**config.mk**
```make
export PLATFORM = sky130hd
export DESIGN_NAME = sram_arbiter2
export DESIGN_NICKNAME = d
export VERILOG_FILES = /design/src/rtl/sram_arb_pkg.sv /design/src/rtl/sram_rr_arb2.sv /design/src/rtl/sram_arbiter2.sv
export SDC_FILE = /design/constraint.sdc
export NUM_CORES = 1
export LEC_CHECK = 0
export ABC_AREA = 1
export CAP_MARGIN = 20
export CORE_ASPECT_RATIO = 1.4
export CORE_MARGIN = 4
export CORE_UTILIZATION = 42
export DETAILED_ROUTE_END_ITERATION = 10
export PLACE_DENSITY = 0.8
export SLEW_MARGIN = 20
export SYNTH_ARGS = -nofsm -noshare
export SYNTH_HDL_FRONTEND = slang
export SYNTH_SLANG_ARGS = --single-unit
```
**constraint.sdc**
```tcl
create_clock -name clk -period 1.5 [get_ports clk]
set_input_delay 0.15 -clock clk [delete_from_list [all_inputs] [get_ports clk]]
set_output_delay 0.15 -clock clk [all_outputs]
set_load 0.03 [all_outputs]
```
**src/rtl/sram_arb_pkg.sv**
```systemverilog
// Shared types for the two-port SRAM arbiter: FSM state
// encodings and requester identifiers.
package sram_arb_pkg;

    typedef enum logic [1:0] {
        IDLE = 2'd0,
        CMD  = 2'd1,
        DATA = 2'd2
    } state_t;

    localparam logic REQ_M0 = 1'b0;
    localparam logic REQ_M1 = 1'b1;

endpackage

```
**src/rtl/sram_rr_arb2.sv**
```systemverilog
// Combinational two-way round-robin picker.
// Ports: req[1:0], last in; gnt[1:0], winner out.
module sram_rr_arb2
    import sram_arb_pkg::*;
(
    input  logic [1:0] req,
    input  logic       last,
    output logic [1:0] gnt,
    output logic       winner
);

    always_comb begin
        winner = REQ_M0;
        unique case (req)
            2'b01:   winner = REQ_M0;
            2'b10:   winner = REQ_M1;
            // contention: whoever did not win last time
            2'b11:   winner = ~last;
            default: winner = REQ_M0;
        endcase
        gnt = {winner, ~winner} & {2{|req}};
    end

endmodule

```
**src/rtl/sram_arbiter2.sv**
```systemverilog
// Shares one sync_sram between requesters m0 and m1 with
// round-robin grant; sequences command and 1-cycle read latency.
// Ports: clk, rst; m0_*/m1_* req/wr/addr/wdata in, gnt/rvalid/
// rdata out; sram_addr/din/we_n out, sram_dout in; busy out.
module sram_arbiter2
    import sram_arb_pkg::*;
#(
    parameter int addr_width = 8,
    parameter int word_depth = 256,
    parameter int word_width = 8
) (
    input  logic                  clk,
    input  logic                  rst,
    input  logic                  m0_req,
    input  logic                  m0_wr,
    input  logic [addr_width-1:0] m0_addr,
    input  logic [word_width-1:0] m0_wdata,
    output logic                  m0_gnt,
    output logic                  m0_rvalid,
    output logic [word_width-1:0] m0_rdata,
    input  logic                  m1_req,
    input  logic                  m1_wr,
    input  logic [addr_width-1:0] m1_addr,
    input  logic [word_width-1:0] m1_wdata,
    output logic                  m1_gnt,
    output logic                  m1_rvalid,
    output logic [word_width-1:0] m1_rdata,
    output logic [addr_width-1:0] sram_addr,
    output logic [word_width-1:0] sram_din,
    output logic                  sram_we_n,
    input  logic [word_width-1:0] sram_dout,
    output logic                  busy
);

    if (2 ** addr_width < word_depth) begin : g_bad_depth
        $error("addr_width too small for word_depth");
    end

    state_t                state_q, state_d;
    logic                  owner_q, last_q, wr_q;
    logic [addr_width-1:0] addr_q;
    logic [word_width-1:0] din_q, rd0_q, rd1_q;
    logic [1:0]            arb_gnt;
    logic                  winner;
    logic                  take;

    sram_rr_arb2 u_arb (
        .req    ({m1_req, m0_req}),
        .last   (last_q),
        .gnt    (arb_gnt),
        .winner (winner)
    );

    // a grant is only ever issued from IDLE and never under reset
    assign take = (state_q == IDLE) && !rst
                  && (m0_req || m1_req);

    always_ff @(posedge clk) begin
        if (rst) begin
            state_q <= IDLE;
        end else begin
            state_q <= state_d;
        end
    end

    always_comb begin
        state_d = state_q;
        unique case (state_q)
            IDLE:    if (m0_req || m1_req) state_d = CMD;
            CMD:     state_d = wr_q ? IDLE : DATA;
            DATA:    state_d = IDLE;
            default: state_d = IDLE;
        endcase
    end

    always_ff @(posedge clk) begin
        if (rst) begin
            owner_q <= REQ_M0;
            last_q  <= REQ_M1;
            wr_q    <= 1'b0;
            addr_q  <= '0;
            din_q   <= '0;
            rd0_q   <= '0;
            rd1_q   <= '0;
        end else begin
            if (take) begin
                owner_q <= winner;
                last_q  <= winner;
                wr_q    <= winner ? m1_wr : m0_wr;
                addr_q  <= winner ? m1_addr : m0_addr;
                din_q   <= winner ? m1_wdata : m0_wdata;
            end
            if (state_q == DATA) begin
                if (owner_q == REQ_M1) rd1_q <= sram_dout;
                else                   rd0_q <= sram_dout;
            end
        end
    end

    always_comb begin
        m0_gnt    = take && arb_gnt[0];
        m1_gnt    = take && arb_gnt[1];
        m0_rvalid = (state_q == DATA) && !rst
                    && (owner_q == REQ_M0);
        m1_rvalid = (state_q == DATA) && !rst
                    && (owner_q == REQ_M1);
        m0_rdata  = m0_rvalid ? sram_dout : rd0_q;
        m1_rdata  = m1_rvalid ? sram_dout : rd1_q;
        sram_addr = addr_q;
        sram_din  = din_q;
        sram_we_n = !((state_q == CMD) && wr_q && !rst);
        busy      = (state_q != IDLE);
    end

endmodule

```
==> results of run 1 <==
sequential cells by signal, indices dropped and copies added (netlist names):
signal     cells
last_q         1
rd0_q          8
state_q        2
sram_addr      8
rd1_q          8
owner_q        1
wr_q           1
sram_din       8
where the power goes:
group	internal (mW)	leakage, nW	switching [mW]	total [mW]
sequential	1.03	0.302	0.0303	1.06
clock	0.542	0.0585	0.342	0.885
combinational	0.317	1.17	0.348	0.665
logic make-up (layout without fill, tap and decap cells):
kind of cell	count (synthesis)	in the layout	synth area share, %
and+or+nand+nor	137	137	32.73
AOI/OAI and AO/OA	50	50	19.45
DFF	37	37	38.52
buffers and inverters	32	140	9.304
cell type report:
cell class | instances | area, um2 | share of cell area, %
repair buffers | 115 | 1200 | 36.20
multi-input cells | 187 | 1116 | 33.67
flip-flops and latches | 37 | 743.2 | 22.42
clock buffers | 7 | 86.33 | 2.605
well taps | 60 | 75.07 | 2.265
inverters | 17 | 63.81 | 1.925
clock inverters | 1 | 30.03 | 0.9060
synth_stat cells (all sizes together):
cell    n
nand2  92
dfxtp  37
nand3  36
o21ai  32
a21oi  18
inv    17
buf    15
nor2    8
nand4   1
repair_timing:
| action | 4_1_cts | 5_1_grt |
|---|---|---|
| setup buffers | 2 | 5 |
| gates cloned | 0 | 1 |
| gates resized for setup | 24 | 37 |
| pin swaps | 2 | 2 |
| setup endpoints to repair | 19 | 28 |
metal layers:
layer	track usage, %	vias up	wire length [um]
met5	0	-	0
met4	6.604	0	74
met3	5.777	7	407
met2	34.56	75	2974
met1	16.99	928	1886
li1	-	1050	-
worst paths after layout:
check | cells after the start | from | slack [ps] | to
worst min-delay path | 1 | wr_q | 460 | state_q[1]
worst min register to register | 1 | wr_q | 460 | state_q[1]
worst max-delay path | 7 | state_q[0] | -130 | m1_rdata[0]
worst max register to register | 9 | state_q[0] | 40 | rd1_q[7]
stage by stage:
step           instance area [um2]  hold slack [ps]  utilization (%)  total power, mW  TNS (ps)
2_1_floorplan                 1938            345.2                -            1.421    -554.9
3_3_place_gp                  2919            444.0            67.19            1.710     -2152
3_5_place_dp                  2919            450.5            67.19            1.714     -2707
4_1_cts                       3129            460.5            72.03            2.607     -2034
5_1_grt                       3314            476.2            76.30            2.719     -2841
6_report                      3314            463.1            76.30            2.610     -1686
==> metrics.csv, run 1 <==
metric;value;unit
Setup WS post-layout;-127.4;ps
core region area;4344;um2
status;complete, but fails checks;
vias per cell;4.858;
CTS tree;done;
vias in the first global route;1910;
total CTS buffers;5;
1st-iter DRT viols;102;
clock buffer depth;2;
initial cell density of the core;44.27;%
crit path time final;1627;ps
power density cells;787.3;nW/um2
number of core rows;28;
DRC viols;0;
Least-Margin Pin Slew;350.3;ps
largest net degree at the start of global routing;22;
Leak;1.532;nW
DR pass1 iterations;4;
layout cells sized above 1;35.16;%
GP Congestion;0.7380;
CP max stage delay;360;ps
number of port buffers;83;
sequential area share after synthesis;38.52;%
Area Overhead vs Synth;72.35;%
Post-DRT Antenna Nets;0;
yosys warns;0;
Max-slew headroom;76.61;%
Worst Path Buf+Inv;3;
crit path launch type;register;
# Max-Cap Violations;0;
Synth area leaders;dfxtp_1 39%, nand2_1 17%, o21ai_2 11%;
die width;65.19;um
Top delay family on crit path;buffers and inverters;
GRT Util Overall;17.77;%
most frequent cells in the layout;75 x nand2_1, 52 x clkdlybuf4s50_1, 35 x nand3_1, 35 x dfxtp_1, 26 x buf_4;
I/O pin cnt;84;
n_diodes;0;
CTS H-tree lvls;2;
final hold vios;0;
dominant cell type by area after synthesis;dfxtp_1;
Cell Count, Final, Fillers Out;424;
via count;2060;
initial antenna violation count;0;
Post-Route WL;5.343;mm
synth unique cells;18;
GR Overflow Total;0;
Skew-Pair Late Insertion Delay;290;ps
pre-CTS setup slack;-104.0;ps
Net Count, Synth;302;
Setup crit end kind;output port;
failing checks;negative setup slack;
Post-Syn Area;1923;um2
Arrival @ worst endpoint;1480;ps
Max Freq;0.6145;GHz
setup violators final;16;
Final Max Slew Viols;0;
crit-path most repeated cell;nor2_4;
clk root buf;clkbuf_8;
CP Max Fanout;6;
cell count after synthesis;256;
Setup Crit Path Kind;reg -> out;
die height;88.07;um
dpl cells;408;
HP Class;reg -> reg;
clock sinks;37;
top-area cell type share of the netlist area;38.52;%
Mean Syn Cell Area;7.512;um2
Clock Skews;6.963;ps
Worst EP required;1350;ps
CTS Hold Buffers Added;0;
clock transition time at the flip-flop clock pins of the worst setup and hold paths;80;ps
Tcrit/Tclk final;108.5;%
RSZ-0062 raised after global routing;yes;
Fillers;333;
#FFs+latches synth;37;
# nets final;409;
full die area;5741;um2
peak supply drop;0.0006812;V
average wire per standard cell;12.60;um
CP max stage cell;dfxtp_2;
first-pass GRT wire length;8.045;mm
commonest non-fill, non-tap cell in the layout;nand2_1;
Final HPWL DP;3.730;mm
worst-path cell chain;nor2_4 > nand2_4 > nor2_4 > inv_2 > clkbuf_16 > o21ai_4 > buf_6;
Note: power is estimated with default switching activity, not from simulation.
==> run 2: changes to the inputs <==
- CORE_UTILIZATION: 42 -> 45
- HOLD_SLACK_MARGIN: unset -> 0.06
- PLACE_DENSITY: 0.8 -> 0.85
- clock period: 1.5 -> 1.9 ns (I/O delays scaled with it)
==> metrics.csv, run 2 (synthesis results as in run 1) <==
metric;value;unit
via count;1923;
crit path time final;1755;ps
GR Overflow Total;0;
Least-Margin Pin Slew;344.5;ps
Clock Skews;3.046;ps
peak supply drop;0.0004641;V
total CTS buffers;5;
Hold Worst Slack;441.7;ps
Setup WS post-layout;144.9;ps
crit-path most repeated cell;nor2_4;
core region area;4020;um2
DP Area;2730;um2
area of the multi-input gates;1003;um2
Final HPWL DP;3.619;mm
Post-DRT Antenna Nets;0;
sequential cell area;740.7;um2
die height;85.35;um
most frequent cells in the layout;87 x nand2_1, 62 x clkdlybuf4s50_1, 37 x dfxtp_1, 36 x nand3_1, 33 x buf_4;
pre-CTS setup slack;97.52;ps
die width;63.25;um
Final Max Slew Viols;0;
Worst EP required;1710;ps
Leak;1.211;nW
status;completed;
Setup crit end kind;output port;
setup_tns;0;ps
full die area;5398;um2
final hold vios;0;
I/O pin cnt;84;
average wire per standard cell;12.27;um
Post-Route WL;4.736;mm
clk root buf;clkbuf_8;
post-route cell area;2821;um2
# Max-Cap Violations;0;
layout cells sized above 1;25.07;%
Setup Crit Path Kind;reg -> out;
setup violators final;0;
Skew-Pair Late Insertion Delay;280;ps
largest net degree at the start of global routing;24;
crit path launch type;register;
Max Freq;0.5698;GHz
DRC viols;0;
post-CTS setup buffers;0;
HP Class;reg -> reg;
CTS H-tree lvls;2;
Tcrit/Tclk final;92.37;%
1st-iter DRT viols;66;
first-pass GRT wire length;7.976;mm
clock sinks;37;
GRT Util Overall;18.32;%
# nets final;389;
number of port buffers;83;
Max-slew headroom;76.96;%
CP max stage cell;dfxtp_1;
GP Congestion;0.7327;
Arrival @ worst endpoint;1570;ps
vias per cell;4.982;
n_diodes;0;
Area Overhead vs Synth;46.71;%
DR pass1 iterations;4;
CTS tree;done;
Register-to-Register Path Depth;5;
vias in the first global route;1830;
clock transition time at the flip-flop clock pins of the worst setup and hold paths;70;ps
CP Max Fanout;22;
number of core rows;27;
worst-path cell chain;nor2_4 > nand2_4 > nor2_4 > inv_4 > nand2_1 > o21ai_1 > buf_4;
RSZ-0062 raised after global routing;no;
initial antenna violation count;0;
clock buffer depth;2;
commonest non-fill, non-tap cell in the layout;nand2_1;
power density cells;656.1;nW/um2
CP max stage delay;430;ps
initial cell density of the core;47.84;%
WHS Path Cells;1;
Fillers;345;
run 2: changes by cell type in the layout (fill, tap and decap cells not counted), moves of 4 or more:
cell             before  now
buf_12                5    0
o21ai_1               4    8
dlymetal6s2s_1        8    0
buf_6                20    0
inv_2                 5    1
nand2_2              13    2
buf_4                26   33
clkdlybuf4s50_1      52   62
nand2_1              75   87
o21ai_4               6    0
run 2: repair_timing:
item	4_1_cts	5_1_grt
setup endpoints to repair	2	8
gates resized for setup	1	2
gates cloned	0	0
hold buffers	0	0
hold endpoints to repair	0	0
pin swaps	0	0
run 2: per-stage QoR:
| step | total power, mW | utilization, % | std cells |
|---|---|---|---|
| floorplan | 1.119 | - | 256 |
| global placement | 1.318 | 67.91 | 379 |
| detailed placement | 1.325 | 67.91 | 379 |
| CTS | 1.870 | 70.12 | 386 |
| global route | 1.948 | 70.18 | 386 |
| finish | 1.851 | 70.18 | 386 |
run 2: power breakdown:
group | internal [mW] | switching [mW]
sequential | 0.812 | 0.0225
clock | 0.288 | 0.259
combinational | 0.213 | 0.257
run 2: critical path: cells and delay by family (launching register included):
family | cells | cell delay (ps)
AO/OA/AOI/OAI | 1 | 90
buffers and inverters | 2 | 390
flip-flops | 1 | 430
AND/OR/NAND/NOR | 4 | 360
run 2: worst paths after layout:
kind,start,end,slack (ps)
worst min register to register,wr_q,state_q[1],440
worst max register to register,state_q[0],sram_addr[0],550
worst min-delay path,wr_q,state_q[1],440
worst max-delay path,state_q[0],m0_rdata[6],140
run 2: per-layer routing:
metal | share of wire, % | GRT usage, % | up-vias | wire, um
met2 | 50 | 34.68 | 73 | 2382
met1 | 38 | 17.14 | 842 | 1791
li1 | - | - | 1004 | -
met3 | 11 | 9.007 | 4 | 521
met5 | 0 | 0 | - | 0
met4 | 0.84 | 5.305 | 0 | 40
run 2: area by class of cell:
cell class                 instances  share of cell area [%]
inverter                          17                   2.439
timing repair buffer              95                   30.78
sequential                        37                   26.25
multi-input combinational        187                   35.57
clock buffer                       7                   3.060
tap                               43                   1.907
==> run 3: changes to the inputs <==
- SETUP_SLACK_MARGIN: unset -> 0.1
==> metrics.csv, run 3 (synthesis results as in run 1) <==
metric;value;unit
WHS Path Cells;1;
status;completed;
CTS H-tree lvls;2;
Post-Route WL;4.857;mm
DR pass1 iterations;4;
GP Congestion;0.7327;
initial antenna violation count;0;
Area Overhead vs Synth;49.58;%
Tcrit/Tclk final;92.71;%
GR Overflow Total;0;
setup violators final;0;
number of core rows;27;
Hold Crit Endpoint;state_q[1];
clk root buf;clkbuf_8;
I/O pin cnt;84;
clock sinks;37;
vias per cell;4.957;
average wire per standard cell;12.42;um
RSZ-0062 raised after global routing;yes;
Top delay family on crit path;simple AND/OR/NAND/NOR gates;
crit-path most repeated cell;nor2_4;
Post-DRT Antenna Nets;0;
CTS Hold Buffers Added;0;
Worst EP required;1710;ps
CTS tree;done;
layout cells sized above 1;27.01;%
die width;63.25;um
crit path launch type;register;
most frequent cells in the layout;87 x nand2_1, 62 x clkdlybuf4s50_1, 38 x buf_4, 36 x dfxtp_1, 35 x nand3_1;
Leak;1.239;nW
power density cells;646.0;nW/um2
hold path start;wr_q;
RR Endpoint;sram_din[1];
peak supply drop;0.0004663;V
worst-path cell chain;inv_2 > nor2_4 > nand2_4 > nor2_4 > inv_8 > o21ai_2 > buf_4;
Setup crit end kind;output port;
Final HPWL DP;3.619;mm
largest net degree at the start of global routing;24;
crit path time final;1761;ps
vias in the first global route;1830;
GRT Util Overall;18.32;%
Critical R2R Launch;state_q[0];
core region area;4020;um2
Arrival @ worst endpoint;1570;ps
post-route cell area;2877;um2
# Max-Cap Violations;0;
number of port buffers;83;
clock transition time at the flip-flop clock pins of the worst setup and hold paths;70;ps
1st-iter DRT viols;72;
DP Area;2730;um2
CP Max Fanout;23;
initial cell density of the core;47.84;%
Max-slew headroom;77.09;%
HP Class;reg -> reg;
Skew-Pair Late Insertion Delay;280;ps
final hold vios;0;
clock buffer depth;2;
CP max stage cell;dfxtp_2;
setup_tns;0;ps
Setup Crit Path Kind;reg -> out;
Max Freq;0.5677;GHz
crit path from;state_q[1];
# nets final;394;
Critical Path Stages;7;
n_diodes;0;
R2R Setup Slk;640;ps
first-pass GRT wire length;7.976;mm
commonest non-fill, non-tap cell in the layout;nand2_1;
DRC viols;0;
Worst Path Buf+Inv;3;
Clock Skews;1.643;ps
Register-to-Register Path Depth;6;
Final Max Slew Viols;0;
Least-Margin Pin Slew;342.6;ps
total CTS buffers;5;
CP max stage delay;340;ps
via count;1938;
full die area;5398;um2
Final Util;71.55;%
die height;85.35;um
[run 3: what timing repair did]
item,4_1_cts,5_1_grt
pin swaps,0,4
resized for setup,2,7
setup buffers,0,5
setup endpoints to repair,16,17
[run 3: routing by layer]
layer / wire length [um] / GRT usage, % / part of all wire [%] / up-vias
met2: 2464 / 34.68 / 51 / 68
met4: 40 / 5.305 / 0.82 / 0
li1: - / - / - / 1017
met1: 1842 / 17.14 / 38 / 849
met5: 0 / 0 / 0 / -
met3: 510 / 9.007 / 11 / 4
[run 3: metrics by stage]
| step | hold slack, ps | cells | setup WS, ps | power [mW] |
|---|---|---|---|---|
| after global routing | 474.3 | 391 | 59.32 | 1.956 |
| after detailed placement | 437.1 | 379 | 97.52 | 1.325 |
| after floorplan | 387.4 | 256 | 169.0 | 1.119 |
| final | 434.5 | 391 | 138.5 | 1.858 |
| after CTS | 447.3 | 386 | 131.3 | 1.871 |
| after global placement | 428.6 | 379 | 149.5 | 1.318 |
[run 3: layout make-up]
class,count,area [um2]
inverters,17,76.32
fillers,339,1144
flip-flops and latches,37,742.0
repair buffers,100,905.9
well taps,43,53.80
multi-input cells,187,1012
clock buffers,7,86.33
[run 3: report_power, final]
part | switching [mW] | internal (mW) | total, mW
Combinational | 0.260 | 0.218 | 0.478
Sequential | 0.0226 | 0.812 | 0.835
Clock | 0.258 | 0.288 | 0.546
Total | 0.540 | 1.32 | 1.86
[run 3: how the worst max path moves through the flow]
stage | endpoint
finish | m1_rdata[7]
global route | m1_rdata[7]
CTS | m0_rdata[6]
detailed placement | m0_rdata[1]
global placement | m0_rdata[0]
floorplan | m0_rdata[5]
